## config.mk

```make
export PLATFORM = sky130hd
export DESIGN_NAME = memory_stage_unit_flat
export DESIGN_NICKNAME = d
export VERILOG_FILES = /design/src/rtl/pipeline_pkg.sv /design/src/rtl/memory_stage_unit_if.sv /design/src/rtl/mem_wait_timer.sv /design/src/rtl/memory_stage_unit.sv /design/src/flat_wrapper.sv
export SDC_FILE = /design/constraint.sdc
export NUM_CORES = 1
export LEC_CHECK = 0
export ABC_CLOCK_PERIOD_IN_PS = 1800
export BUFFER_PORTS_ARGS = -buffer_cell sky130_fd_sc_hd__buf_2
export CAP_MARGIN = 20
export CORE_MARGIN = 2
export CORE_UTILIZATION = 45
export DETAILED_ROUTE_END_ITERATION = 6
export GPL_ROUTABILITY_DRIVEN = 0
export PLACE_DENSITY = 0.9
export SETUP_SLACK_MARGIN = 0.3
export SLEW_MARGIN = 20
export SYNTH_ARGS = -nofsm -noshare
export SYNTH_HDL_FRONTEND = slang
export SYNTH_SLANG_ARGS = --single-unit
```

## constraint.sdc

```tcl
create_clock -name clk -period 1.8 [get_ports clk]
set_input_delay 0.36 -clock clk [delete_from_list [all_inputs] [get_ports clk]]
set_output_delay 0.36 -clock clk [all_outputs]
set_load 0.02 [all_outputs]
```

## src/rtl/pipeline_pkg.sv

```systemverilog
// Shared pipeline types and opcode helpers for the MEM stage.
package pipeline_pkg;

    localparam logic [6:0] OPCODE_NOP = 7'b0100000;

    typedef enum logic [0:0] {IDLE, WAIT} mem_state_t;

    function automatic logic is_mem(input logic [6:0] op);
        return (op[6:5] == 2'b11) || (op[6:3] == 4'b1000);
    endfunction

    function automatic logic is_ldr_lit(input logic [6:0] op);
        return op[6:2] == 5'b11100;
    endfunction

    function automatic logic is_branch(input logic [6:0] op);
        return op[6:4] == 3'b101;
    endfunction

endpackage

```

## src/rtl/memory_stage_unit_if.sv

```systemverilog
// Data-memory request/acknowledge bus between the MEM stage and data memory.
interface memory_stage_unit_if;
    logic dmem_req;
    logic dmem_we;
    logic dmem_ack;

    modport master (output dmem_req, output dmem_we, input dmem_ack);
    modport slave  (input dmem_req, input dmem_we, output dmem_ack);
endinterface

```

## src/rtl/mem_wait_timer.sv

```systemverilog
// Counts WAIT cycles without an acknowledge and flags the timeout cycle.
module mem_wait_timer #(
    parameter int unsigned MAX_WAIT = 16
) (
    input  logic clk,
    input  logic rst,
    input  logic clear,
    input  logic inc,
    input  logic active,
    output logic timeout
);
    localparam int unsigned CW = $clog2(MAX_WAIT);

    logic [CW-1:0] cnt_q;

    assign timeout = active && (cnt_q == CW'(MAX_WAIT - 1));

    always_ff @(posedge clk or posedge rst) begin
        if (rst) begin
            cnt_q <= '0;
        end else if (clear) begin
            cnt_q <= '0;
        end else if (inc) begin
            cnt_q <= cnt_q + CW'(1);
        end
    end
endmodule

```

## src/rtl/memory_stage_unit.sv

```systemverilog
// MEM stage: holds the instruction leaving execute, runs the data-memory access
// with a bounded wait, and produces forwarding tags, writeback controls and stalls.
module memory_stage_unit
    import pipeline_pkg::*;
#(
    parameter int unsigned MAX_WAIT = 16
) (
    input  logic                      clk,
    input  logic                      rst,
    input  logic [6:0]                opcode_in,
    input  logic [3:0]                rd_in,
    input  logic                      wr_rd_in,
    input  logic                      load_in,
    input  logic                      branch_in,
    input  logic [6:0]                opcode_ex,
    input  logic [3:0]                rn_ex,
    input  logic [3:0]                rm_ex,
    input  logic [3:0]                rs_ex,
    memory_stage_unit_if.master       dmem,
    output logic [3:0]                rd_memory,
    output logic [6:0]                opcode_memory,
    output logic                      stall_out,
    output logic                      en_wb,
    output logic [1:0]                sel_wb,
    output logic                      mem_fault
);
    mem_state_t state_q;
    logic [6:0] opcode_q;
    logic [3:0] rd_q;
    logic       wr_q;
    logic       load_q;
    logic       fault_q;

    logic wait_active;
    logic timeout;
    logic stall_wait;
    logic load_use;
    logic bubble;
    logic capture_mem;

    assign wait_active = (state_q == WAIT) && !dmem.dmem_ack;
    assign stall_wait  = wait_active && !timeout;

    assign load_use = load_q && wr_q && (opcode_ex != OPCODE_NOP) &&
                      ((rn_ex == rd_q) || (rm_ex == rd_q) || (rs_ex == rd_q));

    assign bubble      = load_use || branch_in;
    assign capture_mem = !bubble && is_mem(opcode_in);

    mem_wait_timer #(
        .MAX_WAIT (MAX_WAIT)
    ) u_timer (
        .clk     (clk),
        .rst     (rst),
        .clear   (!stall_wait),
        .inc     (stall_wait),
        .active  (wait_active),
        .timeout (timeout)
    );

    // Stage register and IDLE/WAIT control share one clocked block so that the
    // hold during a memory wait freezes both together.
    always_ff @(posedge clk or posedge rst) begin
        if (rst) begin
            state_q  <= IDLE;
            opcode_q <= OPCODE_NOP;
            rd_q     <= 4'd0;
            wr_q     <= 1'b0;
            load_q   <= 1'b0;
            fault_q  <= 1'b0;
        end else begin
            fault_q <= timeout;
            if (!stall_wait) begin
                if (bubble) begin
                    opcode_q <= OPCODE_NOP;
                    wr_q     <= 1'b0;
                    load_q   <= 1'b0;
                end else begin
                    opcode_q <= opcode_in;
                    rd_q     <= rd_in;
                    wr_q     <= wr_rd_in;
                    load_q   <= load_in;
                end
                state_q <= capture_mem ? WAIT : IDLE;
            end
        end
    end

    assign dmem.dmem_req = (state_q == WAIT);
    assign dmem.dmem_we  = !load_q;

    // Loads and stores never feed the ALU forwarding path.
    assign opcode_memory = (wr_q && !load_q) ? opcode_q : OPCODE_NOP;
    assign rd_memory     = rd_q;
    assign en_wb         = wr_q && (opcode_q != OPCODE_NOP) && !stall_wait && !timeout;
    assign sel_wb        = load_q ? 2'b01 : 2'b00;
    assign stall_out     = stall_wait || load_use;
    assign mem_fault     = fault_q;
endmodule

```

## src/flat_wrapper.sv

```systemverilog
// flat-port wrapper written by rule: the top's interface ports become plain ports
module memory_stage_unit_flat import pipeline_pkg::*;
#(
    parameter int unsigned MAX_WAIT = 16
)
  (clk, rst, opcode_in, rd_in, wr_rd_in, load_in, branch_in, opcode_ex, rn_ex, rm_ex, rs_ex, rd_memory, opcode_memory, stall_out, en_wb, sel_wb, mem_fault, dmem_dmem_req, dmem_dmem_we, dmem_dmem_ack);
  memory_stage_unit_if dmem_i ();
  input  logic clk;
  input  logic rst;
  input  logic [6:0] opcode_in;
  input  logic [3:0] rd_in;
  input  logic wr_rd_in;
  input  logic load_in;
  input  logic branch_in;
  input  logic [6:0] opcode_ex;
  input  logic [3:0] rn_ex;
  input  logic [3:0] rm_ex;
  input  logic [3:0] rs_ex;
  output logic [3:0] rd_memory;
  output logic [6:0] opcode_memory;
  output logic stall_out;
  output logic en_wb;
  output logic [1:0] sel_wb;
  output logic mem_fault;
  output wire logic [$bits(dmem_i.dmem_req)-1:0] dmem_dmem_req;
  output wire logic [$bits(dmem_i.dmem_we)-1:0] dmem_dmem_we;
  input wire logic [$bits(dmem_i.dmem_ack)-1:0] dmem_dmem_ack;
  assign dmem_dmem_req = dmem_i.dmem_req;
  assign dmem_dmem_we = dmem_i.dmem_we;
  assign dmem_i.dmem_ack = dmem_dmem_ack;
  memory_stage_unit #(.MAX_WAIT(MAX_WAIT)) u_core (.clk(clk), .rst(rst), .opcode_in(opcode_in), .rd_in(rd_in), .wr_rd_in(wr_rd_in), .load_in(load_in), .branch_in(branch_in), .opcode_ex(opcode_ex), .rn_ex(rn_ex), .rm_ex(rm_ex), .rs_ex(rs_ex), .dmem(dmem_i), .rd_memory(rd_memory), .opcode_memory(opcode_memory), .stall_out(stall_out), .en_wb(en_wb), .sel_wb(sel_wb), .mem_fault(mem_fault));
endmodule
```

# After elaboration in Yosys (flattened, before gate mapping)

Index checks and enable logic that the tools add are counted.

Logic and storage cells: 47
Output and inout port bits: 18
Input port bits: 36
Flip-flop bits (word level): 19

Bitwise logic cells: 2
Add/sub/neg operators: 1
Reduce and logical (&&, ||, !) cells: 22
Eq/ne operators: 8
Mux-type cells: 7

Operators with widths:

| kind                                          | number |
|---|---|
| two-way mux 7 bit                             | 2 |
| != test 7 x 6 -> 1 bit, second input constant | 2 |
| == test 4 bit                                 | 3 |
| logical AND 1 bit                             | 11 |
| == test 4 bit, second input constant          | 2 |
| zero test 1 bit                               | 5 |
| logical OR 1 bit                              | 5 |
| adder 4 x 1 -> 4 bit, second input constant   | 1 |
| two-way mux 1 bit                             | 4 |
| two-way mux 4 bit                             | 1 |
| == test 2 bit, second input constant          | 1 |
| NOT 1 bit                                     | 2 |
| AND reduction 2 bit                           | 1 |

# Longest topological paths before layout

Gate-level depths: netlist of the first run.

Depth in word-level cells: 8
Mapped depth: 6
Gate-level depth less buffers: 5

# Hierarchy

From an unflattened synthesis of the first run, not the netlist that was laid out.

Cells, all modules: 119
Area total of the unflattened synthesis: 1216.2 µm²

By module, submodules not included:

| module            | seq. area each (µm²) | area each (µm²) | cells each | times used |
|---|---|---|---|---|
| memory_stage_unit | 376.6                | 1011.0          | 101        | 1 |
| mem_wait_timer    | 100.1                | 205.2           | 18         | 1 |

# Least setup slack after synthesis of the first run

OpenSTA, ideal clock, no wires.

Path kind: input port to output port
Start: input opcode_ex[2]
End: output stall_out
Arrival time: 1.405 ns
Slack: 0.035 ns
Required time: 1.440 ns
Stages on the path: 4
Buffers on the path: 0
Path through: or4b_4 o211ai_2 a31oi_2 nand2b_1

Word-level cells in the longest chain between the ends: 4

Ends and longest elaborated chain:

| element                         | line                    | RTL |
|---|---|---|
| start, declared                 | flat_wrapper.sv:15      | `input logic [6:0] opcode_ex;` |
| != test 7 x 6 -> 1 bit          | memory_stage_unit.sv:44 | `assign load_use = load_q && wr_q && (opcode_ex != OPCODE_NOP) &&` |
| logical AND 1 bit (2 in series) | memory_stage_unit.sv:44 |  |
| logical OR 1 bit                | memory_stage_unit.sv:97 | `assign stall_out = stall_wait \|\| load_use;` |
| end, declared                   | flat_wrapper.sv:21      | `output logic stall_out;` |

No other way between the ends.

# Final worst setup path of the first run

Start: register u_core.rd_q[3], in the netlist u_core.rd_memory[3]
End: output stall_out

Word-level cells in the longest chain between the ends: 5
Elaborated cells between the ends (all ways): 7
Those cells by class: eq/ne (3); reduce/logical (4)

Ends and longest elaborated chain:

| element                | line                    | RTL |
|---|---|---|
| start, declared        | memory_stage_unit.sv:29 | `logic [3:0] rd_q;` |
| start signal, assigned | memory_stage_unit.sv:80 | `rd_q <= rd_in;` |
| == test 4 bit          | memory_stage_unit.sv:45 | `((rn_ex == rd_q) \|\| (rm_ex == rd_q) \|\| (rs_ex == rd_q));` |
| logical OR 1 bit       | memory_stage_unit.sv:45 |  |
| logical OR 1 bit *     | memory_stage_unit.sv:45 |  |
| logical AND 1 bit *    | memory_stage_unit.sv:44 |  |
| logical OR 1 bit *     | memory_stage_unit.sv:97 |  |

Every way passes the cells marked *; elsewhere a longest branch is shown, timed or not.

==> results.cfg, run 1 <==
[pwr]
p_per_area_mw_per_mm2 = 635
p_leak_nw = 0.858
irDropWorstVdd_uv = 558

[final_layout]
final_nets = 216
area_growth_pct = 59.5
design_area_mm2 = 0.00176
regArea_um2 = 483
fill_cells = 143
final_common_cell = buf_2
mostFrequentLayoutCells = buf_2 (42), nand2_1 (16), dfrtp_1 (13)
fin_util_pct = 77.9
final_cell_count_no_fill = 206
n_antenna_cell = 0
drive_above_1_share_pct = 58.4
multi_input_area_um2 = 773

[worst_setup_path]
r2r_end = u_core.rd_memory[1]$_DFFE_PP0P_
path_buf_inv = 1
cp_max_fo = 4
path_delay_family = flip-flops
regToRegStartpoint = u_core.rd_memory[3]$_DFFE_PP0P_
cp.required_ns = 1.44
max_stage_delay_ns = 0.47
cp-end-kind = output port
slowest_stage = dfrtp_2
reg2reg_depth = 6
path_cells = xnor2_2 -> nand4_1 -> a31oi_4 -> nand2b_4 -> buf_6
path_class = reg2out
startpoint_type = flop
arrival_ns = 1.71
worst-r2r-setup-slack_ns = 0.15

[placed_design]
io_buffers = 52
dpl-instance-area_mm2 = 0.00145
dp_slack_ns = -0.135
hpwl_mm = 2.19
dp.cells = 197

[die]
ioPinCount = 54
placeableCoreArea_mm2 = 0.00225
std_cell_rows = 17
die_y_um = 53.5
die_w_um = 53.5
initial_core_util_pct = 48.8
die_area_mm2 = 0.00286

[timing]
holdWs_ns = 0.152
max_freq_mhz = 483
slew_viol_final = 0
tightest_slew_ns = 0.714
relSlewSlack_pct = 52.4
setup_slack_ns = -0.269
finalSetupViolCount = 1
final_hold_viol_count = 0
rsz0062_at_grt = yes
fin_crit_sh_pct = 115
period_needed_ns = 2.07
finClkSkew_ns = 0.00606

[global_routing]
grt_pass1_vias = 1107
grt_max_degree = 20
grt_overflow = 0
grtUsageTotal_pct = 22.9
antenna_found_initial = 0
grt_pass1_wl_mm = 4.73

[yosys]
async_flop_share_pct = 100
syn_nets = 154
synth_area_per_cell_um2 = 9.41
synthCells = 117
synth_cell_types = 32
synth-main-ff-cell = dfrtp_1
synth-edff-count = 0
yosysSeqAreaShare_pct = 43.3
yosys_warnings = 0
syn-cell-area_mm2 = 0.00110
ys_ff_latch = 19

[clock_network]
clk_latency_ns = 0.30
htree_num_levels = 1
cts_sinks = 19
cts_buffers = 3
cts_tree = done
path_clk_slew_ns = 0.11
ctsRootBufferMaster = clkbuf_4
clock_path_buffers = 2

[detailed_routing]
drcViolationCount = 0
via_count = 1158
drt_wl_total_mm = 3.63
dr.max_layer_used = met4
ant_nets = 0
dr.pass1.iters = 4
drt-met1-wl_mm = 1.29
wl_per_cell_um = 17.6
vias_per_cell = 5.62
wl_met2_mm = 2.06
dr.first_iter.drc_count = 28
route.met3.wl_um = 141

[min_path]
hold_class = in2async

[outcome]
violations = setup timing
status = complete, but fails checks

[run]
maxCapViolations = 0
-- through the flow --
step / power [mW] / setup TNS (ns)
floorplan: 0.683 / 0
global placement: 0.773 / -0.122
detailed placement: 0.786 / -0.473
CTS: 1.06 / -0.204
global route: 1.17 / -0.338
finish: 1.12 / -0.269
-- flip-flops by register name (all words and copies together), names as in the netlist --
name                  count
u_core.load_q             1
u_core.mem_fault          1
u_core.opcode_q           7
u_core.dmem.dmem_req      1
u_core.rd_memory          4
u_core.u_timer.cnt_q      4
u_core.wr_q               1
-- kinds of logic after synthesis --
logic type	share of synthesized area, %
adders and majority gates	1.14
DFF	43.3
other	0.341
buffers and inverters	5.45
AOI/OAI and AO/OA	16.2
and+or+nand+nor	22.4
xor gates and xnor gates	11.1
-- repair_timing --
item,in CTS,in global routing
resized for setup,36,20
setup endpoints to repair,23,24
pin swaps,7,10
hold buffers,0,0
buffers inserted,4,1
-- routing by layer --
layer / track usage, % / up-vias
li1: - / 532
met1: 26.2 / 567
met2: 42.4 / 47
met3: 2.82 / 12
met4: 8.55 / 0
met5: 0 / -
-- synth_stat cells, types with 2 or more instances --
library cell / number / area share [%]
dfrtp_1: 18 / 41
nand2_1: 16 / 5.5
xnor2_1: 13 / 10
o31ai_1: 8 / 5.5
and2_1: 7 / 4.0
inv_1: 7 / 2.4
nor2_1: 7 / 2.4
nand2b_1: 5 / 2.8
o32ai_1: 5 / 4.0
o21ai_0: 4 / 1.8
nand4_1: 3 / 1.7
buf_4: 2 / 1.4
clkbuf_1: 2 / 0.68
nand3_1: 2 / 0.91
-- worst register-to-register path, stage by stage (launching register included) --
cell	delay, ns
dfrtp_2	0.47
xnor2_2	0.20
nand4_1	0.20
a31oi_4	0.27
buf_4	0.16
buf_12	0.14
o32ai_2	0.10
-- worst max path at each step --
stage / from / to / slack [ns] / depth (start not counted)
2_1_floorplan: opcode_ex[2] / stall_out / 0.12 / 4
3_3_place_gp: opcode_ex[2] / stall_out / -0.10 / 6
3_5_place_dp: opcode_ex[2] / stall_out / -0.13 / 6
4_1_cts: u_core.rd_memory[1]$_DFFE_PP0P_ / stall_out / -0.20 / 5
5_1_grt: u_core.rd_memory[3]$_DFFE_PP0P_ / stall_out / -0.34 / 5
6_report: u_core.rd_memory[3]$_DFFE_PP0P_ / stall_out / -0.27 / 5
-- final cells by class --
| class | instances | area share [%] |
|---|---|---|
| multi-input combinational | 86 | 44.0 |
| tap | 28 | 1.99 |
| timing repair buffer | 62 | 23.4 |
| inverter | 7 | 1.64 |
| sequential | 19 | 27.5 |
| clock buffer | 4 | 1.50 |
-- power by group --
part / internal (mW) / switching, mW / leakage, nW
registers: 0.462 / 0.0501 / 0.240
clock network: 0.0865 / 0.134 / 0.0150
logic: 0.195 / 0.188 / 0.603
total: 0.744 / 0.372 / 0.858
Power figures use the tool's default switching activity.
==> inputs of run 2 (changes only) <==
--- a/config.mk
+++ b/config.mk
@@ -8,11 +8,13 @@
 export ABC_CLOCK_PERIOD_IN_PS = 1800
 export BUFFER_PORTS_ARGS = -buffer_cell sky130_fd_sc_hd__buf_2
 export CAP_MARGIN = 20
+export CELL_PAD_IN_SITES_DETAIL_PLACEMENT = 1
+export CELL_PAD_IN_SITES_GLOBAL_PLACEMENT = 2
 export CORE_MARGIN = 2
-export CORE_UTILIZATION = 45
+export CORE_UTILIZATION = 25
 export DETAILED_ROUTE_END_ITERATION = 6
 export GPL_ROUTABILITY_DRIVEN = 0
-export PLACE_DENSITY = 0.9
+export PLACE_DENSITY = 0.89
 export SETUP_SLACK_MARGIN = 0.3
 export SLEW_MARGIN = 20
 export SYNTH_ARGS = -nofsm -noshare
==> results.cfg, run 2 (synthesis results as in run 1) <==
[outcome]
status = complete, but fails checks
violations = setup timing

[final_layout]
design_area_mm2 = 0.00192
final_nets = 222
final_common_cell = buf_2
largest_reg_flops = 7
drive_above_1_share_pct = 63.0
mostFrequentLayoutCells = buf_2 (42), nand2_1 (16), buf_4 (14)
area_growth_pct = 74.5
top_register = u_core.opcode_q
fin_util_pct = 44.8
n_antenna_cell = 0

[pwr]
p_per_area_mw_per_mm2 = 645
p_comb_share_pct = 32.9
irDropWorstVdd_uv = 254
share_seq_of_total_power_pct = 41.5
clkPwrFrac_pct = 25.7
internal_power_uw = 835
p_sw_share_pct = 32.6
p_leak_nw = 0.896
power_switching_uw = 404

[clock_network]
path_clk_slew_ns = 0.08
cts_sinks = 19
clk_latency_ns = 0.27
htree_num_levels = 1
cts_buffers = 3
ctsRootBufferMaster = clkbuf_8
clock_path_buffers = 2
cts_tree = done

[placed_design]
hpwl_mm = 2.57
io_buffers = 52
dpl-instance-area_mm2 = 0.00150

[worst_setup_path]
reg2reg_depth = 6
cp_max_fo = 5
regToRegStartpoint = u_core.rd_memory[0]$_DFFE_PP0P_
cp-startpoint = u_core.rd_memory[0]$_DFFE_PP0P_
startpoint_type = flop
arrival_ns = 1.59
cp-end-kind = output port
cp.required_ns = 1.44
r2r_end = u_core.opcode_q[2]$_DFFE_PP0N_
setup.worst_path.end = stall_out
path_class = reg2out
worst-r2r-setup-slack_ns = 0.20

[global_routing]
grt_pass1_wl_mm = 6.02
grt_pass1_vias = 1299
grt_max_degree = 20
antenna_found_initial = 0
grtUsageTotal_pct = 15.5
grt_overflow = 0

[timing]
rsz0062_at_grt = yes
final_hold_viol_count = 0
setup_slack_ns = -0.154
max_freq_mhz = 512
finalSetupViolCount = 1
slew_viol_final = 0
fin_crit_sh_pct = 109
finClkSkew_ns = 0.0101
period_needed_ns = 1.95

[die]
ioPinCount = 54
std_cell_rows = 24
placeableCoreArea_mm2 = 0.00429
die_area_mm2 = 0.00495
die_w_um = 70.4
initial_core_util_pct = 25.6
die_y_um = 70.4

[detailed_routing]
vias_per_cell = 4.87
via_count = 1149
drcViolationCount = 0
dr.pass1.iters = 4
ant_nets = 0
wl_per_cell_um = 16.4
dr.first_iter.drc_count = 29
drt_wl_total_mm = 3.87

[min_path]
hold_class = in2async

[run]
maxCapViolations = 0
run 2: cell types whose count changed in the layout (fill, tap and decap cells not counted), moves of 2 or more:
cell      change
buf_4         +5
clkbuf_4      -3
clkbuf_8      +3
nand2b_4      -2
o31ai_1       -6
o31ai_2       +3
o31ai_4       +3
run 2: final cells by class:
type,count,area [um2]
multi-input cells,86,828
well taps,52,65.1
clock buffers,4,45.0
repair buffers,68,473
flip-flops and latches,19,484
fillers,489,2370
inverters,7,26.3
run 2: power groups by stage:
stage	clock network [mW]	registers [mW]	logic, mW
after floorplan	0	0.515	0.168
after global placement	0	0.507	0.282
after detailed placement	0	0.509	0.289
after CTS	0.309	0.511	0.376
after global routing	0.332	0.521	0.436
final	0.318	0.514	0.407
run 2: per-layer routing:
layer	vias to the layer above	routed length [um]	GRT usage, %
met4	0	55	4.49
met1	572	1410	16.2
met5	-	0	0
li1	542	-	-
met3	6	124	2.31
met2	29	2290	31.0
run 2: worst min path at each step:
stage,from,endpoint,slack [ns],depth (start not counted)
4_1_cts,rst,u_core.u_timer.cnt_q[0]$_DFF_PP0_,0.12,3
5_1_grt,rst,u_core.rd_memory[3]$_DFFE_PP0P_,0.15,3
3_5_place_dp,rst,u_core.rd_memory[0]$_DFFE_PP0P_,0.40,3
3_3_place_gp,rst,u_core.rd_memory[0]$_DFFE_PP0P_,0.41,3
6_report,rst,u_core.rd_memory[3]$_DFFE_PP0P_,0.1,3
2_1_floorplan,rst,u_core.dmem.dmem_req$_DFFE_PP0N_,0.31,1
run 2: what timing repair did:
action                                  in CTS  in global routing
resized for setup                           54                 12
hold endpoints to repair                     0                  0
hold buffers                                 0                  0
endpoints found under the setup margin      23                 24
pin swaps                                   17                 14
setup buffers                                8                  0
gates cloned                                 0                  1
run 2: per-stage QoR:
step	hold WS (ns)	setup WS (ns)	total power, mW	setup TNS [ns]	instances
2_1_floorplan	0.310	0.117	0.683	0	117
3_3_place_gp	0.407	-0.0831	0.789	-0.0875	223
3_5_place_dp	0.405	-0.103	0.798	-0.232	223
4_1_cts	0.123	-0.106	1.20	-0.106	235
5_1_grt	0.145	-0.198	1.29	-0.198	236
6_report	0.0999	-0.154	1.24	-0.154	236
run 2: worst max-delay path, cell delays in order, from the launching register on:
cell and delay [ns]:
dfrtp_2 0.48, xnor2_1 0.17, nand4_1 0.21, a31oi_4 0.21, nand2b_4 0.15, buf_6 0.11
